==> src/rtl/invader_missile_pool_pkg.sv <==
// Shared constants, spawn-state encodings and the LFSR step function for the
// invader missile pool and its neighbouring game blocks.
package invader_missile_pool_pkg;

  // Screen and sprite geometry in pixels (sprites drawn at 2x scale)
  localparam int RES_V                = 480;
  localparam int PROJ_HEIGHT_SCALED   = 8;
  localparam int SPRITE_WIDTH_SCALED  = 24;
  localparam int SPRITE_HEIGHT_SCALED = 16;
  localparam int INVADERS_OFFSET_H    = 32;
  localparam int INVADERS_OFFSET_V    = 24;

  // Spawn FSM encodings
  localparam logic [1:0] SPAWN_WAIT   = 2'd0;
  localparam logic [1:0] SPAWN_PICK   = 2'd1;
  localparam logic [1:0] SPAWN_SCAN   = 2'd2;
  localparam logic [1:0] SPAWN_LAUNCH = 2'd3;

  typedef enum logic [1:0] {
    S_WAIT   = SPAWN_WAIT,
    S_PICK   = SPAWN_PICK,
    S_SCAN   = SPAWN_SCAN,
    S_LAUNCH = SPAWN_LAUNCH
  } spawn_state_t;

  // One step of a 16-bit Galois LFSR with taps 16,14,13,11
  function automatic logic [15:0] lfsr16_next(input logic [15:0] cur);
    return {1'b0, cur[15:1]} ^ (cur[0] ? 16'hB400 : 16'h0000);
  endfunction

endpackage

==> src/rtl/invader_missile_pool_if.sv <==
// Bus between the formation/game logic (master) and the missile pool (slave).
interface invader_missile_pool_if #(
  parameter int NUM_MISSILES = 3,
  parameter int COORD_W      = 10,
  parameter int NUM_COLS     = 11,
  parameter int ROW_W        = 3
);
  import invader_missile_pool_pkg::*;

  logic                            frame;
  logic                            game_clear;
  logic                            enable;
  logic [COORD_W-1:0]              invaders_x;
  logic [COORD_W-1:0]              invaders_y;
  logic [NUM_COLS-1:0]             col_alive;
  logic [NUM_COLS*ROW_W-1:0]       col_bottom;
  logic [NUM_MISSILES-1:0]         hit;
  logic [NUM_MISSILES-1:0]         m_valid;
  logic [NUM_MISSILES*COORD_W-1:0] m_x;
  logic [NUM_MISSILES*COORD_W-1:0] m_y;
  logic                            fire;

  modport master (
    output frame, game_clear, enable, invaders_x, invaders_y,
           col_alive, col_bottom, hit,
    input  m_valid, m_x, m_y, fire
  );

  modport slave (
    input  frame, game_clear, enable, invaders_x, invaders_y,
           col_alive, col_bottom, hit,
    output m_valid, m_x, m_y, fire
  );

endinterface

==> src/rtl/invader_missile_pool_lfsr16.sv <==
// Free-running 16-bit Galois LFSR, reusable by any game block needing cheap
// pseudo-random values. Advances every clock; only rst reloads the seed.
module lfsr16
  import invader_missile_pool_pkg::*;
#(
  parameter logic [15:0] SEED = 16'hACE1
) (
  input  logic        clk,
  input  logic        rst,
  output logic [15:0] q
);

  // Step the sequence every cycle from the nonzero seed
  always_ff @(posedge clk or posedge rst) begin
    if (rst) q <= SEED;
    else     q <= lfsr16_next(q);
  end

endmodule

==> src/rtl/invader_missile_pool.sv <==
// Pool of invader missiles: picks a pseudo-random alive column, launches from
// that column's lowest invader, moves missiles down each frame and retires
// them at the screen bottom or on a player/shield hit.
module invader_missile_pool
  import invader_missile_pool_pkg::*;
#(
  parameter int          NUM_MISSILES  = 3,
  parameter int          COORD_W       = 10,
  parameter int          NUM_COLS      = 11,
  parameter int          ROW_W         = 3,
  parameter int          MISSILE_STEP  = 2,
  parameter int          FIRE_COOLDOWN = 24,
  parameter logic [15:0] LFSR_SEED     = 16'hACE1
) (
  input logic clk,
  input logic rst,
  invader_missile_pool_if.slave bus
);

  localparam int COL_W  = (NUM_COLS > 1) ? $clog2(NUM_COLS) : 1;
  localparam int TRY_W  = $clog2(NUM_COLS + 1);
  localparam int SLOT_W = (NUM_MISSILES > 1) ? $clog2(NUM_MISSILES) : 1;
  localparam int WIDE_W = COORD_W + 4;
  localparam logic [WIDE_W-1:0] BOTTOM_LIMIT = WIDE_W'(RES_V - PROJ_HEIGHT_SCALED);

  spawn_state_t            state_q;
  logic [COL_W-1:0]        col_q;
  logic [TRY_W-1:0]        tries_q;
  logic [7:0]              cooldown_q;
  logic                    fire_q;

  logic [15:0]             lfsr_q;
  logic [7:0]              pick_col8;
  logic [NUM_MISSILES-1:0] idle_vec;
  logic                    any_idle;
  logic [SLOT_W-1:0]       launch_slot;
  logic                    launch_go;
  logic [ROW_W-1:0]        bottom_row;
  logic [WIDE_W-1:0]       launch_x_wide;
  logic [WIDE_W-1:0]       launch_y_wide;
  logic [COORD_W-1:0]      launch_x;
  logic [COORD_W-1:0]      launch_y;
  logic                    unused_bits;

  lfsr16 #(.SEED(LFSR_SEED)) u_lfsr (
    .clk (clk),
    .rst (rst),
    .q   (lfsr_q)
  );

  // Lowest-index idle slot; result is don't-care when no slot is idle
  function automatic logic [SLOT_W-1:0] lowest_idle(input logic [NUM_MISSILES-1:0] idle);
    logic [SLOT_W-1:0] idx;
    idx = '0;
    for (int i = NUM_MISSILES - 1; i >= 0; i--) begin
      if (idle[i]) idx = SLOT_W'(i);
    end
    return idx;
  endfunction

  assign any_idle    = |idle_vec;
  assign launch_slot = lowest_idle(idle_vec);
  assign pick_col8   = lfsr_q[7:0] % 8'(NUM_COLS);

  // Launch only commits if a slot is still free; game_clear cancels it
  assign launch_go = (state_q == S_LAUNCH) && any_idle && !bus.game_clear;

  assign bottom_row    = bus.col_bottom[col_q*ROW_W +: ROW_W];
  assign launch_x_wide = WIDE_W'(bus.invaders_x)
                       + WIDE_W'(col_q) * WIDE_W'(INVADERS_OFFSET_H)
                       + WIDE_W'(SPRITE_WIDTH_SCALED / 2);
  assign launch_y_wide = WIDE_W'(bus.invaders_y)
                       + WIDE_W'(bottom_row) * WIDE_W'(INVADERS_OFFSET_V)
                       + WIDE_W'(SPRITE_HEIGHT_SCALED);
  assign launch_x      = launch_x_wide[COORD_W-1:0];
  assign launch_y      = launch_y_wide[COORD_W-1:0];

  assign unused_bits = ^{lfsr_q[15:8], pick_col8[7:COL_W],
                         launch_x_wide[WIDE_W-1:COORD_W],
                         launch_y_wide[WIDE_W-1:COORD_W]};

  // Spawn FSM with cooldown and the registered fire pulse
  always_ff @(posedge clk or posedge rst) begin
    if (rst) begin
      state_q    <= S_WAIT;
      col_q      <= '0;
      tries_q    <= '0;
      cooldown_q <= 8'(FIRE_COOLDOWN);
      fire_q     <= 1'b0;
    end else begin
      fire_q <= launch_go;

      if (bus.game_clear || launch_go) cooldown_q <= 8'(FIRE_COOLDOWN);
      else if (bus.frame && cooldown_q != 8'd0) cooldown_q <= cooldown_q - 8'd1;

      if (bus.game_clear) begin
        state_q <= S_WAIT;
      end else begin
        case (state_q)
          S_WAIT: begin
            if (cooldown_q == 8'd0 && bus.enable && (|bus.col_alive) && any_idle)
              state_q <= S_PICK;
          end
          S_PICK: begin
            col_q   <= pick_col8[COL_W-1:0];
            tries_q <= '0;
            state_q <= S_SCAN;
          end
          S_SCAN: begin
            if (tries_q == TRY_W'(NUM_COLS)) begin
              state_q <= S_WAIT;
            end else if (bus.col_alive[col_q]) begin
              state_q <= S_LAUNCH;
            end else begin
              col_q   <= (col_q == COL_W'(NUM_COLS - 1)) ? '0 : col_q + COL_W'(1);
              tries_q <= tries_q + TRY_W'(1);
            end
          end
          S_LAUNCH: state_q <= S_WAIT;
          default:  state_q <= S_WAIT;
        endcase
      end
    end
  end

  assign bus.fire = fire_q;

  for (genvar i = 0; i < NUM_MISSILES; i++) begin : g_slot
    logic               valid_q;
    logic [COORD_W-1:0] x_q;
    logic [COORD_W-1:0] y_q;
    logic [WIDE_W-1:0]  y_step;

    assign y_step = WIDE_W'(y_q) + WIDE_W'(MISSILE_STEP);

    // Slot update: clear beats hit beats launch/move; y holds when retired
    always_ff @(posedge clk or posedge rst) begin
      if (rst) begin
        valid_q <= 1'b0;
        x_q     <= '0;
        y_q     <= '0;
      end else if (bus.game_clear) begin
        valid_q <= 1'b0;
      end else if (bus.hit[i] && valid_q) begin
        valid_q <= 1'b0;
      end else if (launch_go && launch_slot == SLOT_W'(i)) begin
        valid_q <= 1'b1;
        x_q     <= launch_x;
        y_q     <= launch_y;
      end else if (bus.frame && valid_q) begin
        if (y_step >= BOTTOM_LIMIT) valid_q <= 1'b0;
        else                        y_q     <= y_step[COORD_W-1:0];
      end
    end

    assign idle_vec[i]                    = ~valid_q;
    assign bus.m_valid[i]                 = valid_q;
    assign bus.m_x[i*COORD_W +: COORD_W]  = x_q;
    assign bus.m_y[i*COORD_W +: COORD_W]  = y_q;
  end

endmodule

==> src/flat_wrapper.sv <==
// flat-port wrapper written by rule: the top's interface ports become plain ports
module invader_missile_pool_flat import invader_missile_pool_pkg::*;
#(
  parameter int          NUM_MISSILES  = 3,
  parameter int          COORD_W       = 10,
  parameter int          NUM_COLS      = 11,
  parameter int          ROW_W         = 3,
  parameter int          MISSILE_STEP  = 2,
  parameter int          FIRE_COOLDOWN = 24,
  parameter logic [15:0] LFSR_SEED     = 16'hACE1
)
  (clk, rst, bus_frame, bus_game_clear, bus_enable, bus_invaders_x, bus_invaders_y, bus_col_alive, bus_col_bottom, bus_hit, bus_m_valid, bus_m_x, bus_m_y, bus_fire);
  invader_missile_pool_if #(.NUM_MISSILES(NUM_MISSILES), .COORD_W(COORD_W), .NUM_COLS(NUM_COLS), .ROW_W(ROW_W)) bus_i ();
  input logic clk;
  input logic rst;
  input wire logic [$bits(bus_i.frame)-1:0] bus_frame;
  input wire logic [$bits(bus_i.game_clear)-1:0] bus_game_clear;
  input wire logic [$bits(bus_i.enable)-1:0] bus_enable;
  input wire logic [$bits(bus_i.invaders_x)-1:0] bus_invaders_x;
  input wire logic [$bits(bus_i.invaders_y)-1:0] bus_invaders_y;
  input wire logic [$bits(bus_i.col_alive)-1:0] bus_col_alive;
  input wire logic [$bits(bus_i.col_bottom)-1:0] bus_col_bottom;
  input wire logic [$bits(bus_i.hit)-1:0] bus_hit;
  output wire logic [$bits(bus_i.m_valid)-1:0] bus_m_valid;
  output wire logic [$bits(bus_i.m_x)-1:0] bus_m_x;
  output wire logic [$bits(bus_i.m_y)-1:0] bus_m_y;
  output wire logic [$bits(bus_i.fire)-1:0] bus_fire;
  assign bus_i.frame = bus_frame;
  assign bus_i.game_clear = bus_game_clear;
  assign bus_i.enable = bus_enable;
  assign bus_i.invaders_x = bus_invaders_x;
  assign bus_i.invaders_y = bus_invaders_y;
  assign bus_i.col_alive = bus_col_alive;
  assign bus_i.col_bottom = bus_col_bottom;
  assign bus_i.hit = bus_hit;
  assign bus_m_valid = bus_i.m_valid;
  assign bus_m_x = bus_i.m_x;
  assign bus_m_y = bus_i.m_y;
  assign bus_fire = bus_i.fire;
  invader_missile_pool #(.NUM_MISSILES(NUM_MISSILES), .COORD_W(COORD_W), .NUM_COLS(NUM_COLS), .ROW_W(ROW_W), .MISSILE_STEP(MISSILE_STEP), .FIRE_COOLDOWN(FIRE_COOLDOWN), .LFSR_SEED(LFSR_SEED)) u_core (.clk(clk), .rst(rst), .bus(bus_i));
endmodule
==> config.mk <==
export PLATFORM = sky130hd
export DESIGN_NAME = invader_missile_pool_flat
export DESIGN_NICKNAME = d
export VERILOG_FILES = /design/src/rtl/invader_missile_pool_pkg.sv /design/src/rtl/invader_missile_pool_if.sv /design/src/rtl/invader_missile_pool_lfsr16.sv /design/src/rtl/invader_missile_pool.sv /design/src/flat_wrapper.sv
export SDC_FILE = /design/constraint.sdc
export NUM_CORES = 1
export LEC_CHECK = 0
export BUFFER_PORTS_ARGS = -buffer_cell sky130_fd_sc_hd__buf_2
export CORE_UTILIZATION = 56
export DETAILED_ROUTE_END_ITERATION = 8
export PLACE_DENSITY = 0.85
export SLEW_MARGIN = 20
export SYNTH_ARGS = -nofsm -noshare
export SYNTH_HDL_FRONTEND = slang
export SYNTH_SLANG_ARGS = --single-unit
==> constraint.sdc <==
create_clock -name clk -period 5.1 [get_ports clk]
set_input_delay 0.51 -clock clk [delete_from_list [all_inputs] [get_ports clk]]
set_output_delay 0.51 -clock clk [all_outputs]
set_load 0.02 [all_outputs]
# Yosys cells after proc, flatten, opt, wreduce, memory -nomap -nowiden
# Index checks and enable logic that the tools add are counted.
# op_classes
n_reduce_logical	45
order_cmp	4
n_eq_ne	14
multipliers	2
bitwise_logic	8
div	1
add_sub_neg	10
muxes	44
shift	1
# ops
operator	count
10-bit two-way mux	9
14-bit by 9-bit >= comparator with 1-bit output, second input constant	3
10-bit by 2-bit adder with 11-bit output, second input constant	3
33-bit by 7-bit indexed part select with 3-bit output	1
4-bit nonzero test	6
4-bit two-way mux	5
1-bit two-way mux	16
16-bit two-way mux	1
8-bit two-way mux	2
4-bit case mux with 2 select lines	2
4-bit AND reduction	4
15-bit by 16-bit XOR with 16-bit output	1
1-bit logical AND	15
2-bit two-way mux	7
11-bit OR reduction	1
10-bit by 4-bit adder with 10-bit output, second input constant	1
10-bit by 5-bit adder with 10-bit output, second input constant	1
10-bit by 8-bit adder with 10-bit output	1
10-bit by 9-bit adder with 10-bit output	1
2-bit nonzero test	5
3-bit AND reduction	3
4-bit by 1-bit adder with 4-bit output, second input constant	2
4-bit equality test, second input constant	2
8-bit logical NOT	1
other kinds (20)	36
# totals
output_inout_bits	64
in_bits	72
ff_bits	98

# Logic depth before layout (Yosys ltp)
# depth
ltp_word	8
ltp_mapped	19

# Modules after synthesis
# From an unflattened synthesis, not the netlist that was laid out.
# unflattened
cells_unflattened	733
hier_area_um2	6449.9
# by_module_without_submodules
module	area_per_inst_um2	cells_per_inst	n_inst	seq_area_each_um2
invader_missile_pool	6009.5	713	1	2054.5
lfsr16	440.4	20	1	410.4

# Worst setup path after synthesis
# No wires, ideal clock.
# synth_path
kind	reg-to-reg
startpoint	reg u_core.col_q[0]
endpoint	reg u_core.g_slot[2].y_q[9]
arrival_ns	3.864
period_less_slack_ns	3.948
path_stages_with_launch	16
t_required_ns	5.016
path_slack_ns	1.152
path_cell_list	dfrtp_1 > buf_1 > mux4_2 > o21ai_0 > o21ai_0 > ha_1 > fa_1 > xor2_1 > ha_1 > ha_1 > a21oi_1 > o21bai_1 > a21oi_1 > xnor2_1 > nand2_1 > a21boi_0
# synth_between
elab_chain_cells	6
# synth_rtl
element	line_no	text
start, declared	invader_missile_pool.sv:27	logic [COL_W-1:0] col_q;
start signal, assigned	invader_missile_pool.sv:105	col_q <= pick_col8[COL_W-1:0];
start signal, assigned	invader_missile_pool.sv:115	col_q <= (col_q == COL_W'(NUM_COLS - 1)) ? '0 : col_q + COL_W'(1);
4-bit by 2-bit multiplier with 6-bit output	invader_missile_pool.sv:68	assign bottom_row = bus.col_bottom[col_q*ROW_W +: ROW_W];
33-bit by 7-bit indexed part select with 3-bit output	invader_missile_pool.sv:68	
3-bit by 2-bit multiplier with 5-bit output	invader_missile_pool.sv:73	+ WIDE_W'(bottom_row) * WIDE_W'(INVADERS_OFFSET_V)
10-bit by 8-bit adder with 10-bit output	invader_missile_pool.sv:73	
10-bit by 5-bit adder with 10-bit output	invader_missile_pool.sv:74	+ WIDE_W'(SPRITE_HEIGHT_SCALED);
10-bit two-way mux	invader_missile_pool.sv:146	end else if (launch_go && launch_slot == SLOT_W'(i)) begin
end signal, assigned	invader_missile_pool.sv:149	y_q <= launch_y;
end signal, assigned	invader_missile_pool.sv:152	else y_q <= y_step[COORD_W-1:0];
end, declared	invader_missile_pool.sv:131	logic [COORD_W-1:0] y_q;
# No other way between the ends.
# A chain may end at the register's enable or synchronous reset.

# Worst setup path after layout
# layout_path
startpoint	reg u_core.col_q[1]
endpoint	reg u_core.g_slot[2].y_q[9]
# Same word-level chain as after synthesis.

==> qor.txt <==
starting DRC count in detailed routing -> 326
Static Leak -> 3.576 nW
die outline area -> 11,740 um^2
CP Capture Type -> register
worst slew pin tran -> 1.058 ns
# DRC -> 0
startpoint types -> register
Power Dens Cells -> 293.1 nW/um^2
Post-Synth XOR/XNOR Area -> 0.04841
CTS tree -> built
initial core utilization -> 0.5791
Hold Crit Class -> in2async
max-cap viol count -> 0
Reg2Reg Setup Slack -> 0.79 ns
Setup TNS Final -> 0 ns
total number of vias -> 5,883
min Tclk post-route -> 4.312 ns
reg-to-reg endpoint -> u_core.g_slot[2].y_q[9]$_DFFE_PP0P_
met3 Use GR -> 0.04762
CP Depth -> 16
Fin. Hold Viols -> 0
met2 Usage GRT -> 0.5100
PnR Total Power -> 2.164 mW
post-CTS setup buffer count -> 0
largest family of logic cells by synthesized area -> simple AND/OR/NAND/NOR gates
vias per cell -> 6.206
CTS root buffer -> clkbuf_16
area delta synth->final -> 16.58%
Antenna Cells -> 0
Synth Area per Inst -> 9.164 um^2
initial antenna violation count -> 0
Final Skew -> 0.007266 ns
die height -> 108.3 um
Worst-path clk slew -> 0.07 ns
slowest cell delay on critical path -> 0.65 ns
simple-gate area share of the yosys netlist -> 0.2019
Core Area -> 10,940 um^2
IO Port Bufs -> 135
post-synthesis register bit count -> 98
final setup vio count -> 0
Die X -> 108.3 um
status -> complete, no violations
post-route ant nets -> 0
grt total ovfl -> 0
synthesized cell area -> 6332 um^2
Max VDD drop -> 194.7 uV
worst rel slew slack -> 0.2902
Synth Net Count -> 790
Most Used Layer, Global Route -> met2
R2R cell count -> 16
Resize count post-CTS -> 0
Syn Inst Count -> 691
Synth Area in Adders -> 0.05572
library cells used by synthesis -> 82
Final GP Congestion -> 0.8574
Post-CTS Hold Fix Bufs -> 0
I/O pins -> 136
sinks on the clock net -> 98
share of cells above drive strength 1 -> 0.2500
WL/cell -> 18.03 um
grt met1 use -> 0.3754
fmax -> 231.9 MHz
Rows -> 38
Crit-path slowest cell -> dfrtp_1
Worst Path Required -> 5.37 ns
pin count of the biggest net entering global routing -> 63
Worst EP arrival -> 4.58 ns
clock tree buffer depth -> 2
crit-path cells -> nor2b_1, nand2_1, o211ai_1, o21ai_0, o21ai_0, ha_1, fa_1, ha_1, ha_1, a21o_1, a21oi_1, o21bai_1, a21oi_1, xnor2_1, nand2_1, a21boi_0
hpwl dp -> 12.50 mm
EDFF count, synth -> 0
Critical Setup Path Class -> reg2reg
Compound-Gate Fraction of Synth Area -> 0.1786
mux share of post-synthesis cell area -> 0.07449
critical path fanouts, max -> 19
Most used DFF post-synth -> dfrtp_1
Seq/Total Area, Yosys -> 0.3893
CP top delay family -> compound AO/OA/AOI/OAI gates
buffer and inverter count on the worst path -> 0
Final Max Slew Viols -> 0
RSZ-0062 raised after global routing -> false
Routed WL -> 17.10 mm
Final nets -> 902
TritonRoute pass-1 iters -> 7
number of global-route vias before repair -> 5,897
most used cell, CP -> ha_1
Fillers -> 866
Final period util -> 0.8454
worst r2r src -> u_core.col_q[1]$_DFFE_PP0P_
total number of yosys warnings -> 0
global-route wire length before repair -> 27.80 mm
CTS Buf Count -> 9
FFs w/ async S/R, synth -> 1.000
Clock Latency Late Sink -> 0.35 ns
# H-tree levels -> 3
gr usage total -> 0.3062
==> worst reg2reg max path: cells and delay by family, from the launching register on <==
kind / cells / cell delay (ns)
AOI/OAI and AO/OA: 8 / 1.51
adders and majority gates: 4 / 1.32
and+or+nand+nor: 3 / 0.57
xor gates and xnor gates: 1 / 0.19
DFF: 1 / 0.65
==> per-stage QoR <==
step / worst slack [ns] / utilization / instance area [um^2] / hold slack, ns / instances
global placement: 1.111 / 0.6438 / 7041 / 0.3347 / 932
floorplan: 1.152 / - / 6332 / 0.3312 / 691
CTS: 0.8086 / 0.6746 / 7377 / 0.3699 / 948
finish: 0.7885 / 0.6751 / 7382 / 0.3059 / 948
detailed placement: 0.8302 / 0.6438 / 7041 / 0.3522 / 932
global route: 0.4875 / 0.6751 / 7382 / 0.3748 / 948
==> flip-flops by register name (all words and copies together) (netlist names), 2 cells and up <==
signal	flops
u_core.col_q	4
u_core.cooldown_q	8
u_core.g_slot.valid_q	3
u_core.g_slot.x_q	30
u_core.g_slot.y_q	30
u_core.state_q	2
u_core.tries_q	4
u_core.u_lfsr.q	16
==> cells in the final DEF (no fill, tap or decap), types with 8 or more instances in the layout <==
master     instances
a21o_1             8
a21oi_1           30
and3_1            12
buf_2            135
clkbuf_16          9
dfrtp_1           88
dfstp_2           10
ha_1              25
inv_1             34
mux2_2             9
mux2i_1           19
mux4_2             8
nand2_1          105
nand2b_1          11
nand3_1           23
nor2_1            37
nor2b_1            8
nor3b_1            9
nor4_1             9
o21ai_0           44
xnor2_1           22
xor2_1            13
==> report_power, final <==
part           internal (mW)  switching, mW
Combinational          0.222          0.317
Sequential             0.813         0.0509
Clock                  0.459          0.302
==> Yosys cell counts, types with 10 or more instances <==
| master | instances | area share |
|---|---|---|
| a21oi_1 | 31 | 0.025 |
| clkbuf_1 | 23 | 0.014 |
| mux2i_1 | 19 | 0.030 |
| nand3_1 | 23 | 0.018 |
| xor2_1 | 13 | 0.018 |
| o21ai_0 | 44 | 0.035 |
| dfrtp_1 | 88 | 0.35 |
| dfstp_2 | 10 | 0.041 |
| xnor2_1 | 22 | 0.030 |
| nand2_1 | 105 | 0.062 |
| ha_1 | 25 | 0.049 |
| nand2b_1 | 11 | 0.011 |
| nor2_1 | 37 | 0.022 |
| nor3b_1 | 10 | 0.012 |
| inv_1 | 35 | 0.021 |
| and3_1 | 12 | 0.012 |
==> area by class of cell <==
cell class,count,area [um^2],area share
multi-input combinational,518,3555,0.4815
sequential,98,2465,0.3339
timing repair buffer,140,713.2,0.09661
clock buffer,11,252.7,0.03424
tap,140,175.2,0.02373
inverter,36,137.6,0.01864
clock inverter,5,83.83,0.01136
==> metal layers <==
layer | vias up | wire, um
met5 | - | 0
met4 | 0 | 760
met3 | 63 | 1055
met2 | 262 | 8391
met1 | 2851 | 6887
li1 | 2707 | -
==> logic make-up (layout without fill, tap and decap cells) <==
| kind of cell | Yosys count | in the layout |
|---|---|---|
| compound gates | 164 | 164 |
| simple gates | 256 | 256 |
| xor+xnor | 35 | 35 |
| buf+inv | 75 | 192 |
| mux | 36 | 36 |
| flops | 98 | 98 |
| fa+ha+maj | 27 | 27 |
==> worst max-delay path by stage <==
stage | startpoint | to | slack, ns
6_report | u_core.col_q[1]$_DFFE_PP0P_ | u_core.g_slot[2].y_q[9]$_DFFE_PP0P_ | 0.79
5_1_grt | u_core.col_q[1]$_DFFE_PP0P_ | u_core.g_slot[2].y_q[9]$_DFFE_PP0P_ | 0.49
4_1_cts | u_core.col_q[1]$_DFFE_PP0P_ | u_core.g_slot[2].y_q[9]$_DFFE_PP0P_ | 0.81
3_5_place_dp | u_core.col_q[1]$_DFFE_PP0P_ | u_core.g_slot[2].y_q[9]$_DFFE_PP0P_ | 0.83
3_3_place_gp | u_core.col_q[1]$_DFFE_PP0P_ | u_core.g_slot[2].y_q[9]$_DFFE_PP0P_ | 1.11
2_1_floorplan | u_core.col_q[0]$_DFFE_PP0P_ | u_core.g_slot[2].y_q[9]$_DFFE_PP0P_ | 1.15
(Power assumes the default switching activity.)
